**src/rtl/calc_mailbox_pkg.sv**
```systemverilog
// Shared definitions for the calculator mailbox: FSM states, register map
// offsets, one-hot opcode values and STATUS bit positions.
package calc_mailbox_pkg;

    typedef enum logic [1:0] {
        IDLE  = 2'd0,
        ARMED = 2'd1,
        RUN   = 2'd2,
        DONE  = 2'd3
    } state_e;

    // Byte offsets from BASE_ADDR
    localparam logic [31:0] OFF_OPA    = 32'd0;
    localparam logic [31:0] OFF_OPB    = 32'd4;
    localparam logic [31:0] OFF_OPCODE = 32'd8;
    localparam logic [31:0] OFF_STATUS = 32'd12;
    localparam logic [31:0] OFF_RESULT = 32'd16;
    localparam logic [31:0] OFF_CTRL   = 32'd20;
    localparam logic [31:0] OFF_DUMP   = 32'd24;

    // One-hot opcodes
    localparam logic [3:0] OP_ADD = 4'b1000;
    localparam logic [3:0] OP_SUB = 4'b0100;
    localparam logic [3:0] OP_MUL = 4'b0010;
    localparam logic [3:0] OP_DIV = 4'b0001;

    // STATUS bit positions
    localparam int unsigned ST_BUSY     = 0;
    localparam int unsigned ST_DONE     = 1;
    localparam int unsigned ST_TIMEOUT  = 2;
    localparam int unsigned ST_OVERRUN  = 3;
    localparam int unsigned ST_BAD_OP   = 4;
    localparam int unsigned ST_MASK_LSB = 5;

    // Written-mask bit positions inside the 3-bit mask {OPCODE, OPB, OPA}
    localparam int unsigned MASK_OPA    = 0;
    localparam int unsigned MASK_OPB    = 1;
    localparam int unsigned MASK_OPCODE = 2;

    function automatic logic opcode_valid(input logic [3:0] op);
        return op inside {OP_ADD, OP_SUB, OP_MUL, OP_DIV};
    endfunction

endpackage

```
**src/rtl/calc_mailbox_timer.sv**
```systemverilog
// RUN-state watchdog for calc_mailbox. Only compiled when
// CALC_MAILBOX_TIMEOUT_EN is defined; expired_o is high on the last
// allowed RUN cycle (counter at TIMEOUT_CYCLES-1).
`ifdef CALC_MAILBOX_TIMEOUT_EN
module calc_mailbox_timer #(
    parameter int unsigned TIMEOUT_CYCLES = 200
) (
    input  logic clk_i,
    input  logic rst_ni,
    input  logic run_i,
    output logic expired_o
);

    localparam int unsigned CNT_W = (TIMEOUT_CYCLES > 1) ? $clog2(TIMEOUT_CYCLES) : 1;
    localparam logic [CNT_W-1:0] LAST = CNT_W'(TIMEOUT_CYCLES - 1);

    logic [CNT_W-1:0] cnt_q, cnt_d;

    // Count cycles spent in RUN; restart from zero whenever RUN is left
    always_comb begin
        cnt_d = cnt_q;
        if (!run_i) begin
            cnt_d = '0;
        end else if (cnt_q != LAST) begin
            cnt_d = cnt_q + 1'b1;
        end
    end

    // Counter register
    always_ff @(posedge clk_i or negedge rst_ni) begin
        if (!rst_ni) begin
            cnt_q <= '0;
        end else begin
            cnt_q <= cnt_d;
        end
    end

    assign expired_o = run_i && (cnt_q == LAST);

endmodule
`endif

```
**src/rtl/calc_mailbox.sv**
```systemverilog
// CPU-side mailbox for the calculator front-end: captures operands/opcode
// from the front-end, exposes them on a CPU load/store port, sequences the
// run/done handshake and returns the CPU result for display.
// Optional RUN watchdog: define CALC_MAILBOX_TIMEOUT_EN.
module calc_mailbox
    import calc_mailbox_pkg::*;
#(
    parameter logic [31:0] BASE_ADDR      = 32'd220,
    parameter int unsigned TIMEOUT_CYCLES = 200
) (
    input  logic        hz100,
    input  logic        reset,
    input  logic [31:0] fpga_addr,
    input  logic [31:0] fpga_wdata,
    input  logic        fpga_we,
    input  logic        fpga_start,
    input  logic [31:0] cpu_addr,
    input  logic [31:0] cpu_wdata,
    input  logic        cpu_we,
    input  logic        cpu_re,
    output logic [31:0] cpu_rdata,
    output logic        cpu_rvalid,
    output logic        cpu_run,
    output logic [31:0] result,
    output logic        result_valid
);

    localparam logic [31:0] A_OPA    = BASE_ADDR + OFF_OPA;
    localparam logic [31:0] A_OPB    = BASE_ADDR + OFF_OPB;
    localparam logic [31:0] A_OPCODE = BASE_ADDR + OFF_OPCODE;
    localparam logic [31:0] A_STATUS = BASE_ADDR + OFF_STATUS;
    localparam logic [31:0] A_RESULT = BASE_ADDR + OFF_RESULT;
    localparam logic [31:0] A_CTRL   = BASE_ADDR + OFF_CTRL;
    localparam logic [31:0] A_DUMP   = BASE_ADDR + OFF_DUMP;

    state_e      state_q, state_d;
    logic [31:0] opa_q, opa_d;
    logic [31:0] opb_q, opb_d;
    logic [3:0]  opcode_q, opcode_d;
    logic [2:0]  mask_q, mask_d;
    logic        timeout_q, timeout_d;
    logic        overrun_q, overrun_d;
    logic [31:0] result_q, result_d;
    logic        start_q;
    logic [31:0] rdata_q, rdata_d;
    logic        rvalid_q;

    logic        hit_opa, hit_opb, hit_opcode, fpga_op_wr;
    logic        wr_result, wr_ctrl, done_req, clr_sticky;
    logic        start_rise, accept_ops;
    logic        clear_mask, enter_run, set_timeout;
    logic        timer_expired;
    logic [31:0] status;

    assign hit_opa    = fpga_we && (fpga_addr == A_OPA);
    assign hit_opb    = fpga_we && (fpga_addr == A_OPB);
    assign hit_opcode = fpga_we && (fpga_addr == A_OPCODE);
    assign fpga_op_wr = hit_opa || hit_opb || hit_opcode;

    assign wr_result  = cpu_we && (cpu_addr == A_RESULT);
    assign wr_ctrl    = cpu_we && (cpu_addr == A_CTRL);
    assign done_req   = wr_ctrl && cpu_wdata[0];
    assign clr_sticky = wr_ctrl && cpu_wdata[1];

    assign start_rise = fpga_start && !start_q;
    assign accept_ops = (state_q == IDLE) || (state_q == ARMED);

`ifdef CALC_MAILBOX_TIMEOUT_EN
    calc_mailbox_timer #(
        .TIMEOUT_CYCLES (TIMEOUT_CYCLES)
    ) u_timer (
        .clk_i     (hz100),
        .rst_ni    (reset),
        .run_i     (state_q == RUN),
        .expired_o (timer_expired)
    );
`else
    // No watchdog in this build; RUN waits for the CPU indefinitely
    assign timer_expired = 1'b0 && (TIMEOUT_CYCLES != 0);
`endif

    // Handshake FSM next-state logic
    always_comb begin
        state_d     = state_q;
        clear_mask  = 1'b0;
        enter_run   = 1'b0;
        set_timeout = 1'b0;
        unique case (state_q)
            IDLE: begin
                if (&mask_q) begin
                    state_d = ARMED;
                end
            end
            ARMED: begin
                if (start_rise) begin
                    state_d   = RUN;
                    enter_run = 1'b1;
                end
            end
            RUN: begin
                if (done_req) begin
                    state_d = DONE;
                end else if (timer_expired) begin
                    state_d     = DONE;
                    set_timeout = 1'b1;
                end
            end
            DONE: begin
                if (!fpga_start) begin
                    state_d    = IDLE;
                    clear_mask = 1'b1;
                end
            end
            default: state_d = IDLE;
        endcase
    end

    // FSM state register
    always_ff @(posedge hz100 or negedge reset) begin
        if (!reset) begin
            state_q <= IDLE;
        end else begin
            state_q <= state_d;
        end
    end

    // Register bank updates: operand capture, sticky flags, result
    always_comb begin
        opa_d     = opa_q;
        opb_d     = opb_q;
        opcode_d  = opcode_q;
        mask_d    = mask_q;
        timeout_d = timeout_q;
        overrun_d = overrun_q;
        result_d  = result_q;

        if (accept_ops) begin
            if (hit_opa) begin
                opa_d            = fpga_wdata;
                mask_d[MASK_OPA] = 1'b1;
            end
            if (hit_opb) begin
                opb_d            = fpga_wdata;
                mask_d[MASK_OPB] = 1'b1;
            end
            if (hit_opcode) begin
                opcode_d            = fpga_wdata[3:0];
                mask_d[MASK_OPCODE] = 1'b1;
            end
        end
        if (clear_mask) begin
            mask_d = '0;
        end

        // Clears first so a same-cycle new event still leaves its flag set
        if (clr_sticky || enter_run) begin
            timeout_d = 1'b0;
        end
        if (clr_sticky) begin
            overrun_d = 1'b0;
        end
        if (!accept_ops && fpga_op_wr) begin
            overrun_d = 1'b1;
        end
        if (set_timeout) begin
            timeout_d = 1'b1;
        end

        if (wr_result) begin
            result_d = cpu_wdata;
        end
    end

    // Register bank storage
    always_ff @(posedge hz100 or negedge reset) begin
        if (!reset) begin
            opa_q     <= '0;
            opb_q     <= '0;
            opcode_q  <= '0;
            mask_q    <= '0;
            timeout_q <= 1'b0;
            overrun_q <= 1'b0;
            result_q  <= '0;
            start_q   <= 1'b0;
        end else begin
            opa_q     <= opa_d;
            opb_q     <= opb_d;
            opcode_q  <= opcode_d;
            mask_q    <= mask_d;
            timeout_q <= timeout_d;
            overrun_q <= overrun_d;
            result_q  <= result_d;
            start_q   <= fpga_start;
        end
    end

    // STATUS word and CPU read mux
    always_comb begin
        status                             = '0;
        status[ST_BUSY]                    = (state_q == RUN);
        status[ST_DONE]                    = (state_q == DONE);
        status[ST_TIMEOUT]                 = timeout_q;
        status[ST_OVERRUN]                 = overrun_q;
        status[ST_BAD_OP]                  = !opcode_valid(opcode_q);
        status[ST_MASK_LSB+2:ST_MASK_LSB]  = mask_q;

        rdata_d = rdata_q;
        if (cpu_re) begin
            case (cpu_addr)
                A_OPA:    rdata_d = opa_q;
                A_OPB:    rdata_d = opb_q;
                A_OPCODE: rdata_d = {28'd0, opcode_q};
                A_STATUS: rdata_d = status;
                A_RESULT: rdata_d = result_q;
                A_CTRL:   rdata_d = '0;
                A_DUMP:   rdata_d = '0;
                default:  rdata_d = '0;
            endcase
        end
    end

    // Registered load response
    always_ff @(posedge hz100 or negedge reset) begin
        if (!reset) begin
            rdata_q  <= '0;
            rvalid_q <= 1'b0;
        end else begin
            rdata_q  <= rdata_d;
            rvalid_q <= cpu_re;
        end
    end

    assign cpu_rdata    = rdata_q;
    assign cpu_rvalid   = rvalid_q;
    assign cpu_run      = (state_q == RUN);
    assign result       = result_q;
    assign result_valid = (state_q == DONE);

endmodule

```
**config.mk**
```make
export PLATFORM = sky130hd
export DESIGN_NAME = calc_mailbox
export DESIGN_NICKNAME = d
export VERILOG_FILES = /design/src/rtl/calc_mailbox_pkg.sv /design/src/rtl/calc_mailbox_timer.sv /design/src/rtl/calc_mailbox.sv
export SDC_FILE = /design/constraint.sdc
export NUM_CORES = 1
export LEC_CHECK = 0
export BUFFER_PORTS_ARGS = -buffer_cell sky130_fd_sc_hd__clkbuf_2
export CAP_MARGIN = 30
export CORE_MARGIN = 10
export CORE_UTILIZATION = 51
export DETAILED_ROUTE_END_ITERATION = 10
export PLACE_DENSITY_LB_ADDON = 0.08
export SKIP_CTS_REPAIR_TIMING = 1
export SKIP_LAST_GASP = 1
export SYNTH_ARGS = -nofsm -noshare
export SYNTH_HDL_FRONTEND = slang
export SYNTH_SLANG_ARGS = --single-unit
```
**constraint.sdc**
```tcl
create_clock -name hz100 -period 2.6 [get_ports hz100]
set_input_delay 0.65 -clock hz100 [delete_from_list [all_inputs] [get_ports hz100]]
set_output_delay 0.65 -clock hz100 [all_outputs]
set_load 0.03 [all_outputs]
```
# ---- After elaboration in Yosys (flattened, before gate mapping)
# Index checks and enable logic that the tools add are counted.
dict set report classes {
  n_eq_ne 20
  mux 15
  n_reduce_logical 30
}
# op n
set ops {}
lappend ops {{32-bit by 8-bit == test with 1-bit output (second input constant)} 9}
lappend ops {{32-bit one-hot mux with 5 select lines} 1}
lappend ops {{2-bit AND reduction} 6}
lappend ops {{2-bit nonzero test} 5}
lappend ops {{1-bit logical AND} 9}
lappend ops {{2-bit two-way mux} 4}
lappend ops {{2-bit one-hot mux with 4 select lines} 1}
lappend ops {{1-bit two-way mux} 7}
lappend ops {{3-bit two-way mux} 2}
lappend ops {{2-bit == test (second input constant)} 2}
lappend ops {{4-bit by 1-bit == test with 1-bit output (second input constant)} 1}
lappend ops {{4-bit by 2-bit == test with 1-bit output (second input constant)} 1}
lappend ops {{4-bit by 3-bit == test with 1-bit output (second input constant)} 1}
lappend ops {{4-bit == test (second input constant)} 1}
lappend ops {{2-bit by 1-bit != test with 1-bit output (second input constant)} 2}
lappend ops {{2-bit != test (second input constant)} 2}
lappend ops {{4-bit AND reduction} 1}
lappend ops {{4-bit nonzero test} 1}
lappend ops {{1-bit logical NOT} 3}
lappend ops {{1-bit logical OR} 3}
lappend ops {{3-bit AND reduction} 1}
lappend ops {{2-bit by 1-bit == test with 1-bit output (second input constant)} 1}
lappend ops {{2-bit logical NOT} 1}
dict set report word_totals {
  regBits 140
  output_inout_bits 67
}

# ---- Logic depth before layout (Yosys ltp)
dict set report logic_depth {
  word_depth 6
  ltp_mapped 8
  depth_no_buf 6
}

# ---- Worst setup path before layout
# No wires, ideal clock.
dict set report synth_path {
  path_type {input-to-reg}
  from {in cpu_addr[12]}
  to {reg result_q[10] (netlist: result[10])}
  setup_time_ns 0.125
  arrival_time_ns 2.132
  t_required_ns 2.475
  setup_slack_ns 0.343
  stages 7
  n_path_buf 2
  cell_sequence {or4_1 nor2_1 and2_1 buf_6 nand3_4 buf_6 mux2_4}
}
dict set report synth_between {
  elab_chain_len 2
}
# element line_no
set synth_rtl {}
lappend synth_rtl {{start, declared} calc_mailbox.sv:17} ;# input logic [31:0] cpu_addr,
lappend synth_rtl {{32-bit by 8-bit == test with 1-bit output} calc_mailbox.sv:60} ;# assign wr_result = cpu_we && (cpu_addr == A_RESULT);
lappend synth_rtl {{1-bit logical AND} calc_mailbox.sv:60}
lappend synth_rtl {{end signal, assigned} calc_mailbox.sv:192} ;# result_q <= result_d;
lappend synth_rtl {{end, declared} calc_mailbox.sv:43} ;# logic [31:0] result_q, result_d;
# Every way passes these cells.
# A chain may end at the register's enable or synchronous reset.

# ---- Worst setup path in the final report
dict set report layout_path {
  from {in cpu_addr[0]}
  to {reg state_q[1]}
}
dict set report layout_between {
  elab_chain_len 5
}
# element line_no
set layout_rtl {}
lappend layout_rtl {{32-bit by 8-bit == test with 1-bit output} calc_mailbox.sv:61} ;# assign wr_ctrl = cpu_we && (cpu_addr == A_CTRL);
lappend layout_rtl {{1-bit logical AND} calc_mailbox.sv:61}
lappend layout_rtl {{1-bit logical AND} calc_mailbox.sv:62} ;# assign done_req = wr_ctrl && cpu_wdata[0];
lappend layout_rtl {{2-bit by 1-bit != test with 1-bit output (no line)} --}
lappend layout_rtl {{4-bit AND reduction (no line)} --}
lappend layout_rtl {{end signal, assigned} calc_mailbox.sv:123} ;# state_q <= state_d;
lappend layout_rtl {{end, declared} calc_mailbox.sv:36} ;# state_e state_q, state_d;
# Every way passes these cells.

==> results.json <==
{
  "status": "finished clean",
  "cp-startpoint": "cpu_addr[0]",
  "syn_nets": 622,
  "die_h_um": 132.1,
  "routedWlPerCell_um": 20.71,
  "synth-seq-cells": 140,
  "insertion_delay_ps": 420,
  "cp-start-kind": "primary input",
  "crit_fanout": 3,
  "crit_arrival_ps": 2440,
  "hold_viol": 0,
  "io_pins": 201,
  "layout_commonest_cell": "clkbuf_2",
  "worstMarginPinSlew_ps": 614.6,
  "row_count": 40,
  "synth_largest_area_cell": "dfrtp_1",
  "cap_violations": 0,
  "final_util_pct": 68.64,
  "grt_max_degree": 66,
  "cts_tree": "done",
  "yosysSeqAreaShare_pct": 54.64,
  "htree_levels": 4,
  "antenna_found_initial": 0,
  "overflow": 0,
  "leakagePower_nw": 4.248,
  "vias": 4877,
  "mostFrequentLayoutCells": "clkbuf_2 (199), dfrtp_1 (140), mux2_2 (76)",
  "route.detailed.drc": 0,
  "globalplace.congestion": 0.8146,
  "grtUsageTotal_pct": 20.63,
  "syn_area_mm2": 0.006411,
  "nFillCells": 903,
  "worstPathRequired_ps": 2900,
  "cts_root_buf": "clkbuf_16",
  "synthCells": 484,
  "syn_avg_cell_area_um2": 13.25,
  "r2r_setup_slack_ps": 580,
  "yosysWarnings": 0,
  "finalWirelength_um": 18000,
  "end_kind": "flip-flop",
  "grt_pass1_vias": 5440,
  "drive_above_1_share_pct": 52.07,
  "clk_pin_slew_ps": 60,
  "max_freq_ghz": 0.4679,
  "vdd_ir_drop_max_uv": 464.1,
  "cts.sink_count": 140,
  "met1_length_um": 7743,
  "firstDrtPassIters": 5,
  "synth.distinct_cells": 46,
  "drtIter0Drc": 309,
  "nNetsFinal": 826,
  "path_class": "primary input to flip-flop",
  "die_area_mm2": 0.01746,
  "die_w_um": 132.1,
  "multi_input_area_mm2": 0.002629,
  "coreArea_mm2": 0.01216,
  "cts_buffer_depth": 2,
  "yosysTopAreaCellShare_pct": 54.64,
  "finClkSkew_ps": 8.138,
  "numCtsBuffers": 17,
  "top_layer_used": "met4",
  "setup_tns_ps": 0,
  "antenna_cells": 0,
  "finalSetupViolCount": 0,
  "ys_top_cells_by_area": "dfrtp_1 (55%), mux2_2 (13%), mux2_4 (7.0%)",
  "period_minus_slack_ps": 2137,
  "routed-wl-met2_um": 9031,
  "rr_worst_depth": 7,
  "io_buffers": 200,
  "hold_class": "primary input to async pin",
  "vias_per_cell": 5.612,
  "slew_headroom_pct": 59.02,
  "r2r_end": "opb_q[25]$_DFFE_PN0P_",
  "met3_length_um": 995,
  "grt_setup_unrepaired": "no",
  "place_hpwl_um": 13010,
  "period_share_pct": 82.19,
  "setup.worst_path.end": "state_q[1]$_DFFE_PN0P_",
  "syn2layout_area_growth_pct": 30.21,
  "final_antenna_net_count": 0,
  "power_density_mw_per_mm2": 599.1,
  "ff_latch_area_mm2": 0.003503,
  "reg2reg_from": "state_q[0]$_DFFE_PN0P_",
  "start_util_pct": 52.72,
  "drv_slew": 0,
  "grt_first_pass_wirelength_um": 29100
}
## cell usage after synthesis, drive strengths merged
cell / n
a21o: 1
and3b: 1
o31ai: 1
nor3: 6
o221ai: 1
o21ai: 5
a22oi: 27
or4: 2
o2111ai: 1
nand3: 2
a222oi: 5
mux2: 106
clkbuf: 10
nand4: 4
nor2b: 4
and4: 2
a41oi: 3
nand4bb: 1
nor4b: 2
o32a: 1
ha: 4
and3: 2
buf: 23
a31oi: 3
nor4: 11
and4b: 1
inv: 30
a22o: 28
and2: 3
a211oi: 1
nand2: 6
nor2: 5
nor3b: 2
o21a: 4
dfrtp: 140
o22ai: 26
or4b: 1
nor4bb: 2
nand2b: 6
xor2: 1
## report_power, final
part           internal (mW)  leakage (nW)  switching, mW
Combinational         0.0969          2.00          0.124
Clock                   1.62         0.301          0.973
Sequential              2.18          1.95        0.00266
## flip-flops by register name, summed over array words and instances, names as in the netlist
signal / cells
mask_q: 3
state_q: 2
opcode_q: 4
result: 32
overrun_q: 1
opa_q: 32
opb_q: 32
cpu_rvalid: 1
cpu_rdata: 32
start_q: 1
## cells by family after synthesis
kind of cell	count (synthesis)	share of synthesized area (%)
flip-flops	140	54.64
AND/OR/NAND/NOR	63	6.772
buffers and inverters	63	4.645
adder cells (fa/ha/maj)	4	0.7807
XOR/XNOR	1	0.1366
multiplexers	106	20.37
AO/OA/AOI/OAI	107	12.65
## metrics by stage
| step | hold WS, ps | setup WS (ps) | instance area (um^2) | cells | power [mW] |
|---|---|---|---|---|---|
| 2_1_floorplan | 354.4 | 342.6 | 6411 | 484 | 2.267 |
| 3_3_place_gp | 479.0 | 91.53 | 7710 | 837 | 2.442 |
| 3_5_place_dp | 479.3 | 84.77 | 7710 | 837 | 2.449 |
| 4_1_cts | 240.3 | 506.7 | 8348 | 869 | 5.047 |
| 5_1_grt | 257.1 | 415.0 | 8348 | 869 | 5.159 |
| 6_report | 216.4 | 463.0 | 8348 | 869 | 5.002 |
## area by class of cell
type / count / share of cell area [%]
Clock buffer: 17 / 5.096
Clock inverter: 15 / 2.548
Inverter: 30 / 1.349
Multi-Input combinational cell: 281 / 31.49
Sequential cell: 140 / 41.97
Tap cell: 168 / 2.518
Timing Repair Buffer: 218 / 15.03
## critical path: stages
cell and delay (ps):
clkbuf_2 100, nand4bb_1 260, nor4_1 450, a41oi_1 210
a211oi_1 380, mux2_2 390
## worst min path at each step
stage | cells past startpoint | startpoint | to | slack, ps
2_1_floorplan | 0 | reset | cpu_rdata[0]$_DFFE_PN0P_ | 350
3_3_place_gp | 1 | overrun_q$_DFFE_PN0P_ | overrun_q$_DFFE_PN0P_ | 480
3_5_place_dp | 1 | overrun_q$_DFFE_PN0P_ | overrun_q$_DFFE_PN0P_ | 480
4_1_cts | 1 | reset | result[30]$_DFFE_PN0P_ | 240
5_1_grt | 1 | reset | result[28]$_DFFE_PN0P_ | 260
6_report | 1 | reset | result[26]$_DFFE_PN0P_ | 220
## layer usage
layer	track usage, %	vias to the layer above
met2	34.00	167
met3	6.136	18
li1	-	2234
met5	0	-
met4	6.675	0
met1	25.28	2458
No activity file was read; power rests on OpenSTA's default activity.
